==> config.mk <==
export PLATFORM = sky130hd
export DESIGN_NAME = width_fifo_stage
export DESIGN_NICKNAME = d
export VERILOG_FILES = /design/src/rtl/width_fifo_pkg.sv /design/src/rtl/width_fifo_mem.sv /design/src/rtl/width_fifo_stage.sv
export SDC_FILE = /design/constraint.sdc
export NUM_CORES = 1
export LEC_CHECK = 0
export BUFFER_PORTS_ARGS = -buffer_cell sky130_fd_sc_hd__buf_2
export CAP_MARGIN = 40
export CELL_PAD_IN_SITES_DETAIL_PLACEMENT = 0
export CELL_PAD_IN_SITES_GLOBAL_PLACEMENT = 1
export CORE_MARGIN = 4
export CORE_UTILIZATION = 52
export CTS_BUF_LIST = sky130_fd_sc_hd__clkbuf_2
export CTS_CLUSTER_SIZE = 16
export DETAILED_ROUTE_END_ITERATION = 8
export GPL_TIMING_DRIVEN = 0
export HOLD_SLACK_MARGIN = 0.03
export PLACE_DENSITY = 0.95
export SLEW_MARGIN = 10
export SYNTH_ARGS = -nofsm -noshare
export SYNTH_HDL_FRONTEND = slang
export SYNTH_SLANG_ARGS = --single-unit
==> constraint.sdc <==
create_clock -name clk -period 7.7 [get_ports clk]
set_clock_uncertainty 0.2 [all_clocks]
set_input_delay 1.155 -clock clk [delete_from_list [all_inputs] [get_ports clk]]
set_output_delay 1.155 -clock clk [all_outputs]
set_load 0.01 [all_outputs]
==> src/rtl/width_fifo_pkg.sv <==
// Shared defaults and elaboration helpers for the elastic width FIFO.
package width_fifo_pkg;

    localparam int DEFAULT_WIDTH = 8;
    localparam int DEFAULT_DEPTH = 4;

    function automatic bit is_pow2(input int value);
        return (value > 0) && ((value & (value - 1)) == 0);
    endfunction

endpackage

==> src/rtl/width_fifo_mem.sv <==
// DEPTH x WIDTH register array: one synchronous write port, one asynchronous read port.
module width_fifo_mem
    import width_fifo_pkg::*;
#(
    parameter int WIDTH = DEFAULT_WIDTH,
    parameter int DEPTH = DEFAULT_DEPTH,
    localparam int AW = $clog2(DEPTH)
) (
    input  logic             clk,
    input  logic             we,
    input  logic [AW-1:0]    waddr,
    input  logic [WIDTH-1:0] wdata,
    input  logic [AW-1:0]    raddr,
    output logic [WIDTH-1:0] rdata
);

    // Contents are deliberately not reset; the stage masks the output when empty.
    logic [WIDTH-1:0] mem_reg [DEPTH];

    always_ff @(posedge clk) begin
        if (we) begin
            mem_reg[waddr] <= wdata;
        end
    end

    assign rdata = mem_reg[raddr];

endmodule

==> src/rtl/width_fifo_stage.sv <==
// Elastic valid/ready FIFO stage with first-word-fall-through output, occupancy and sticky drop flag.
module width_fifo_stage
    import width_fifo_pkg::*;
#(
    parameter int WIDTH = DEFAULT_WIDTH,
    parameter int DEPTH = DEFAULT_DEPTH,
    localparam int AW = $clog2(DEPTH)
) (
    input  logic             clk,
    input  logic             rst_n,
    input  logic             flush,
    input  logic             in_valid,
    output logic             in_ready,
    input  logic [WIDTH-1:0] data_in,
    output logic             out_valid,
    input  logic             out_ready,
    output logic [WIDTH-1:0] data_out,
    output logic [AW:0]      count,
    output logic             drop_seen
);

    localparam logic [AW:0]   FULL_COUNT = (AW + 1)'(DEPTH);
    localparam logic [AW:0]   CNT_ONE    = (AW + 1)'(1);
    localparam logic [AW-1:0] PTR_ONE    = AW'(1);

    generate
        if (!is_pow2(DEPTH) || DEPTH < 2) begin : g_depth_check
            $error("width_fifo_stage: DEPTH must be a power of two, 2 or more");
        end
        if (WIDTH < 1) begin : g_width_check
            $error("width_fifo_stage: WIDTH must be 1 or more");
        end
    endgenerate

    logic [AW-1:0]    wr_ptr_reg, wr_ptr_next;
    logic [AW-1:0]    rd_ptr_reg, rd_ptr_next;
    logic [AW:0]      count_reg, count_next;
    logic             drop_seen_reg, drop_seen_next;
    logic             push, pop;
    logic             mem_we;
    logic [WIDTH-1:0] mem_rdata;

    // Ready depends only on registered occupancy: no combinational path from out_ready.
    assign in_ready  = (count_reg != FULL_COUNT);
    assign out_valid = (count_reg != '0);
    assign push      = in_valid && in_ready;
    assign pop       = out_valid && out_ready;
    assign mem_we    = push && !flush;

    always_comb begin
        wr_ptr_next    = wr_ptr_reg;
        rd_ptr_next    = rd_ptr_reg;
        count_next     = count_reg;
        drop_seen_next = drop_seen_reg || (in_valid && !in_ready);
        if (flush) begin
            wr_ptr_next = '0;
            rd_ptr_next = '0;
            count_next  = '0;
        end else begin
            if (push) begin
                wr_ptr_next = wr_ptr_reg + PTR_ONE;
            end
            if (pop) begin
                rd_ptr_next = rd_ptr_reg + PTR_ONE;
            end
            case ({push, pop})
                2'b10:   count_next = count_reg + CNT_ONE;
                2'b01:   count_next = count_reg - CNT_ONE;
                default: count_next = count_reg;
            endcase
        end
    end

    always_ff @(posedge clk or negedge rst_n) begin
        if (!rst_n) begin
            wr_ptr_reg    <= '0;
            rd_ptr_reg    <= '0;
            count_reg     <= '0;
            drop_seen_reg <= 1'b0;
        end else begin
            wr_ptr_reg    <= wr_ptr_next;
            rd_ptr_reg    <= rd_ptr_next;
            count_reg     <= count_next;
            drop_seen_reg <= drop_seen_next;
        end
    end

    width_fifo_mem #(
        .WIDTH (WIDTH),
        .DEPTH (DEPTH)
    ) u_mem (
        .clk   (clk),
        .we    (mem_we),
        .waddr (wr_ptr_reg),
        .wdata (data_in),
        .raddr (rd_ptr_reg),
        .rdata (mem_rdata)
    );

    // Masking keeps the output deterministic and never exposes unwritten storage.
    assign data_out  = out_valid ? mem_rdata : '0;
    assign count     = count_reg;
    assign drop_seen = drop_seen_reg;

endmodule

==> metrics.txt, run 1 <==
Vias 1074; M3 GR Usage 4.22%; CP Class reg2out; # Post-CTS Setup Buffers 0; ANT cells 0; VDD IR-drop max 104 uV; number of max-cap violations 0; status complete, no violations; drt drc 0; Fill cells 266; CP dominant cell by count buf_2; Die Ht 66.6 um; CP Max Fanout 10; Initial DRC Count 72; leakage 0.779 nW; Req. time, crit path 6.34 ns; Global Route met2 Usage 29.5%; CTS Buf Count 5; area grow syn2layout 13.0%; internal power 0.000323 W; post-CTS sizing 0; critical path's largest stage delay 0.45 ns; Slew Viols, Final 0; Via density 5.42; initial antenna violation count 0; layer carrying the most global-route usage met2; Cell Area, Synth 0.00179 mm^2; TNS Setup 0 ns; CTS root buf clkbuf_2; CP Capture Point data_out[4]; cell count after synthesis 118; WP buf/inv 4; Avg Inst Size Synth 15.1 um^2; library cells used by synthesis 32; Routed Antenna Nets 0; Switch Pwr 0.000140 W; CP max-delay cell dfrtp_1; Worst-path clk slew 0.19 ns; most frequent cells in the layout edfxtp_1, buf_2, and2_1; Flop pwr share 55.7%; Top delay family on crit path buffers and inverters; Clock Path Buffers 2; CTS tree done; Pwr Total 0.000463 W; port bufs 26; Placed Cells 190; First-pass DRT Iterations 7; synthesized net count 136; # rows 21; fmax 296 MHz; gr ovfl total 0; nets 169; worst reg-to-reg path cell count 7; share of cells above drive strength 1 32.2%; reg2reg end count[2]; leading cell type in the layout, fill and taps excluded edfxtp_1; Post-DP Area 0.00197 mm^2; GRT met1 Usage 19.3%; Starting Density 53.5%; Logic pwr share 24.6%; Finish-stage setup viols 0; synthesis warning total 0; Fin. Hold Viols 0; WP data arrival 2.02 ns; wire per inst 16.2 um; Die ar. 0.00444 mm^2; crit start category flip-flop; Seq cells post-synth 40; HP Class reg2reg; DPL Wire Length 2.24 mm; DIE WIDTH 66.6 um; worst reg2reg startpoint count[0]; H-Tree Depth 2; gpl congestion 0.839; Sw Share 30.3%; CP cell instances buf_2 -> nor3_1 -> inv_1 -> clkbuf_1 -> and2_1 -> buf_2; first-pass GRT wire length 5.31 mm; Tot GR Track Use 16.9%; r2r setup slk 5.01 ns; Seq/Total Area, Yosys 65.0%; critical path launch point count[0]; Design Area, Final 0.00202 mm^2; Post-Layout Cell Count 198; PwrDens 229 mW/mm^2; Clock Latency Late Sink 0.41 ns; Critical Path End Type primary output; max FFs per register 32; Crit path depth 6; Clock power frac 19.7%; hold slack 0.294 ns; clk sink count 40; Top-Level Pins 27; RSZ-0062 raised after global routing no; pin count of the biggest net entering global routing 14; Core Area 0.00334 mm^2; final worst path period share 43.8%; vias in the first global route 1132; Routed WL 3.22 mm; hold_buf cts 0; Slew Limit Headroom 60.3%; fin crit period 3.37 ns; measured slew at the worst slew-check pin 0.596 ns
[layout make-up]
class | count | area [um^2] | area share, %
Tap cell | 46 | 57.6 | 2.85
Multi-Input combinational cell | 67 | 579 | 28.7
Sequential cell | 40 | 1160 | 57.5
Timing Repair Buffer | 26 | 130 | 6.45
Inverter | 5 | 18.8 | 0.930
Buffer | 6 | 27.5 | 1.36
Clock inverter | 3 | 18.8 | 0.930
Clock buffer | 5 | 25.0 | 1.24
[synthesized netlist by cell type]
master      n  area share [%]
a2111oi_0   1            0.49
nand3_1     4             1.1
or4b_1      1            0.56
and2_1     12             4.2
nor2_1      6             1.3
dfrtp_1     8              11
clkbuf_1    1            0.21
mux4_2      8              10
nor2_2      1            0.35
and3b_1     1            0.49
or3b_1      1            0.49
o211ai_1    1            0.42
nor3_1      1            0.28
edfxtp_1   32              54
or2b_1      1            0.42
nor3b_1     1            0.42
inv_1       5             1.1
xor2_1      3             1.5
nand2b_1    1            0.35
buf_1       1            0.21
fa_1        1             1.1
o221a_2     1            0.63
a21oi_1     5             1.4
buf_2       4             1.1
xnor2_1     1            0.49
a31o_2      1            0.49
a21o_1      1            0.42
o21ai_0     2            0.56
ha_1        4             2.8
nand2_1     5             1.1
a31oi_1     2            0.70
nor2b_1     1            0.35
[kinds of logic after synthesis]
logic type,Yosys count,share of synthesized area (%)
buffers and inverters,11,2.59
AOI/OAI and AO/OA,14,5.11
DFF,40,65.0
muxes,8,10.1
xor gates and xnor gates,4,1.96
and+or+nand+nor,36,11.3
adders and majority gates,5,3.92
[worst min-delay path by stage]
| stage | slack [ns] | start | cells after the start | to |
|---|---|---|---|---|
| finish | 0.29 | drop_seen | 1 | drop_seen |
| global route | 0.32 | drop_seen | 1 | drop_seen |
| CTS | 0.30 | drop_seen | 1 | drop_seen |
| detailed placement | 0.26 | drop_seen | 1 | drop_seen |
| global placement | 0.25 | drop_seen | 1 | drop_seen |
| floorplan | 0.31 | drop_seen | 1 | drop_seen |
[power groups by stage]
stage                     clock (W)  sequential (W)  combinational [W]
after CTS                 0.0000937        0.000258           0.000116
after floorplan                   0        0.000263          0.0000754
after detailed placement          0        0.000263           0.000116
after global placement            0        0.000262           0.000111
final                     0.0000911        0.000258           0.000114
after global routing       0.000102        0.000260           0.000128
[worst reg2reg max path, cell delays in order (launching register included)]
cell and delay (ns):
dfrtp_1 0.45, buf_2 0.19, nor3_1 0.35, nor2_1 0.11, fa_1 0.43, or4b_1 0.53
a21o_1 0.19, a31oi_1 0.18
[stage by stage]
stage                     util (%)  setup WS [ns]
after floorplan                  -           4.65
after global placement        59.2           4.40
after detailed placement      59.2           4.32
after CTS                     60.5           4.29
after global routing          60.5           4.18
final                         60.5           4.33
[layer usage]
| layer | vias to the layer above | wire (um) | part of all wire [%] |
|---|---|---|---|
| met4 | 0 | 74 | 2.3 |
| met1 | 526 | 1250 | 39 |
| met3 | 9 | 211 | 6.6 |
| li1 | 502 | - | - |
| met2 | 37 | 1680 | 52 |
| met5 | - | 0 | 0 |
No activity file was read; power rests on OpenSTA's default activity.
==> run 2: changes to the inputs <==
Settings changed: ABC_AREA set to 1, CORE_UTILIZATION 52 to 41, PLACE_DENSITY 0.95 to 0.87.
Clock period 7.7 ns to 3 ns, I/O delays scaled along.
==> run 2 against run 1 <==
Combinational power rose to 5.1 times the previous value; register-to-register slack got worse by 4.3 ns; global-route usage fell by 3.9 points; non-clock buffer count rose by 5; critical endpoint is now data_out[2]; highest routed layer unchanged.
==> metrics.txt, run 2 <==
port bufs 26 (unchanged); CP Class reg2out; leading cell type in the layout, fill and taps excluded nor2_1; WP data arrival 1.91 ns (-0.11 ns); Starting Density 43.3% (-10 points); WP buf/inv 3 (-1); Fin. Hold Viols 0 (unchanged); CTS root buf clkbuf_2; Die ar. 0.00543 mm^2 (+22%); # rows 23 (+9.5%); largest cells by area after synthesis edfxtp_1, dfrtp_1, nor2_1; worst reg-to-reg path cell count 6 (-1); Primary FF master, synth edfxtp_1; Req. time, crit path 2.35 ns (-3.99 ns); post-synth top area share 54.3% (+0.49 points); share of cells above drive strength 1 25.0% (-7.2 points); first-pass GRT wire length 5.16 mm (-2.9%); Clock Latency Late Sink 0.38 ns (-0.03 ns); Avg Inst Size Synth 11.1 um^2 (-26%); Fill cells 371 (+39%); Tot GR Track Use 13.0% (-3.9 points); worst reg2reg startpoint count[0]; H-Tree Depth 2 (unchanged); synthesis warning total 0 (unchanged); wire per inst 12.8 um (-21%); Via density 4.70 (-13%); Placed Cells 235 (+24%); Routed Antenna Nets 0 (unchanged); Critical Path End Type primary output; crit start category flip-flop; clk sink count 40 (unchanged); Routed WL 3.20 mm (-0.62%); nets 217 (+28%); Die Ht 73.7 um (+11%); Top delay family on crit path buffers and inverters; VDD IR-drop max 370 uV (+260%); measured slew at the worst slew-check pin 0.822 ns (+0.226 ns); CTS tree done; vias in the first global route 1095 (-3.3%); Seq cells post-synth 40 (unchanged); area grow syn2layout 18.7%; r2r setup slk 0.70 ns (-4.31 ns); cell count after synthesis 159 (+35%); most frequent cells in the layout nor2_1, edfxtp_1, buf_2; # Post-CTS Setup Buffers 0 (unchanged); Synth area leader edfxtp_1; CP Max Fanout 10 (unchanged); Pwr Total 0.00158 W (+240%); EDFF count, synth 32 (unchanged); Initial DRC Count 82 (+14%); status complete, no violations; Synth async-reset ratio 20.0% (unchanged); First-pass DRT Iterations 4 (-3); Worst-path clk slew 0.19 ns (about the same); max FFs per register 32 (unchanged); CP max-delay cell dfrtp_1; Slew Limit Headroom 45.0% (-15 points); gpl congestion 0.737 (-12%); library cells used by synthesis 22 (-31%); critical path's largest stage delay 0.36 ns (-0.09 ns); ANT cells 0 (unchanged); fin crit period 2.56 ns; Seq/Total Area, Yosys 65.6% (+0.60 points); Slew Viols, Final 0 (unchanged); PwrDens 752 mW/mm^2 (+230%); CP cell instances buf_2 -> clkinv_1 -> nor2_1 -> o21ai_0 -> a21oi_1 -> buf_2; Post-Layout Cell Count 250 (+26%); HP Class in2reg; Post-DP Area 0.00196 mm^2 (-0.57%); RSZ-0062 raised after global routing no; pin count of the biggest net entering global routing 14 (unchanged); reg2reg end u_mem.mem_reg[2][3]; Design Area, Final 0.00210 mm^2 (+4.1%); initial antenna violation count 0 (unchanged); Clock Path Buffers 2 (unchanged); final worst path period share 85.5%; CTS Buf Count 5 (unchanged); number of max-cap violations 0 (unchanged); hold path depth 1 (unchanged); Hold EP u_mem.mem_reg[2][3]; leakage 0.873 nW (+12%); Finish-stage setup viols 0 (unchanged); fmax 390 MHz; Vias 1176 (+9.5%); Top-Level Pins 27 (unchanged); DPL Wire Length 2.11 mm (-5.9%); CP dominant cell by count buf_2; DIE WIDTH 73.7 um (+11%); gr ovfl total 0 (unchanged); synthesized net count 177 (+30%); hold path startpoint data_in[3]; drt drc 0 (unchanged); most frequent cell after synthesis nor2_1; post-CTS sizing 0 (unchanged); Core Area 0.00409 mm^2 (+22%); TNS Setup 0 ns (unchanged); Post-synth top cells nor2_1, edfxtp_1, o21ai_0, nand2_1, inv_1; Cell Area, Synth 0.00177 mm^2 (-0.91%)
==> run 2: cell count changes in the layout (fill, tap and decap cells not counted), sizes merged, moves of 8 or more <==
cell	before	now
nand2	5	19
o21ai	2	19
mux4	8	0
inv	5	14
and2	12	0
nor2	7	39
==> run 2: power by group <==
| group | switching [W] | internal (W) |
|---|---|---|
| Clock | 0.000168 | 0.000139 |
| Combinational | 0.000368 | 0.000208 |
| Sequential | 0.0000416 | 0.000654 |
| Total | 0.000578 | 0.00100 |
==> run 2: worst max path at each step <==
stage                        startpoint                   to  cells past startpoint
after CTS                 rd_ptr_reg[1]          data_out[2]                      6
after global placement         count[0]  u_mem.mem_reg[2][0]                      6
after detailed placement       count[0]  u_mem.mem_reg[2][0]                      6
after global routing      rd_ptr_reg[1]          data_out[2]                      6
final                     rd_ptr_reg[1]          data_out[2]                      6
after floorplan                count[0]             count[2]                     10
==> run 2: cells by family (layout without fill, tap and decap cells) <==
logic type | Yosys count | in the layout | synth area share, %
AOI/OAI and AO/OA | 33 | 33 | 10.0
xor gates and xnor gates | 1 | 1 | 0.495
adders and majority gates | 5 | 5 | 3.96
buffers and inverters | 19 | 60 | 4.45
DFF | 40 | 40 | 65.6
and+or+nand+nor | 61 | 61 | 15.5
==> run 2: layout make-up <==
cell class	count	area, um^2	share of cell area [%]
sequential	40	1160	55.3
multi-input combinational	100	531	25.3
tap	50	62.6	2.98
clock inverter	3	42.5	2.03
clock buffer	5	25.0	1.19
timing repair buffer	33	200	9.53
inverter	15	58.8	2.80
buffer	4	20.0	0.953
==> run 2: what timing repair did <==
action	CTS	global route
endpoints found under the setup margin	0	0
hold buffers	1	6
hold endpoints to repair	8	22
==> run 2: stage by stage <==
stage          setup WS [ns]  hold slack [ns]  utilization (%)
2_1_floorplan          0.976          -0.0456                -
3_3_place_gp           0.697            0.102             48.0
3_5_place_dp           0.717            0.112             48.0
4_1_cts                0.372           0.0436             49.9
5_1_grt                0.235           0.0364             51.4
6_report               0.436           0.0924             51.4
==> run 2: layer usage <==
metal  part of all wire, %  GRT usage, %
met1                    44          16.8
met3                   4.6          4.51
met4                  0.38          3.62
met2                    51          20.9
met5                     0             0
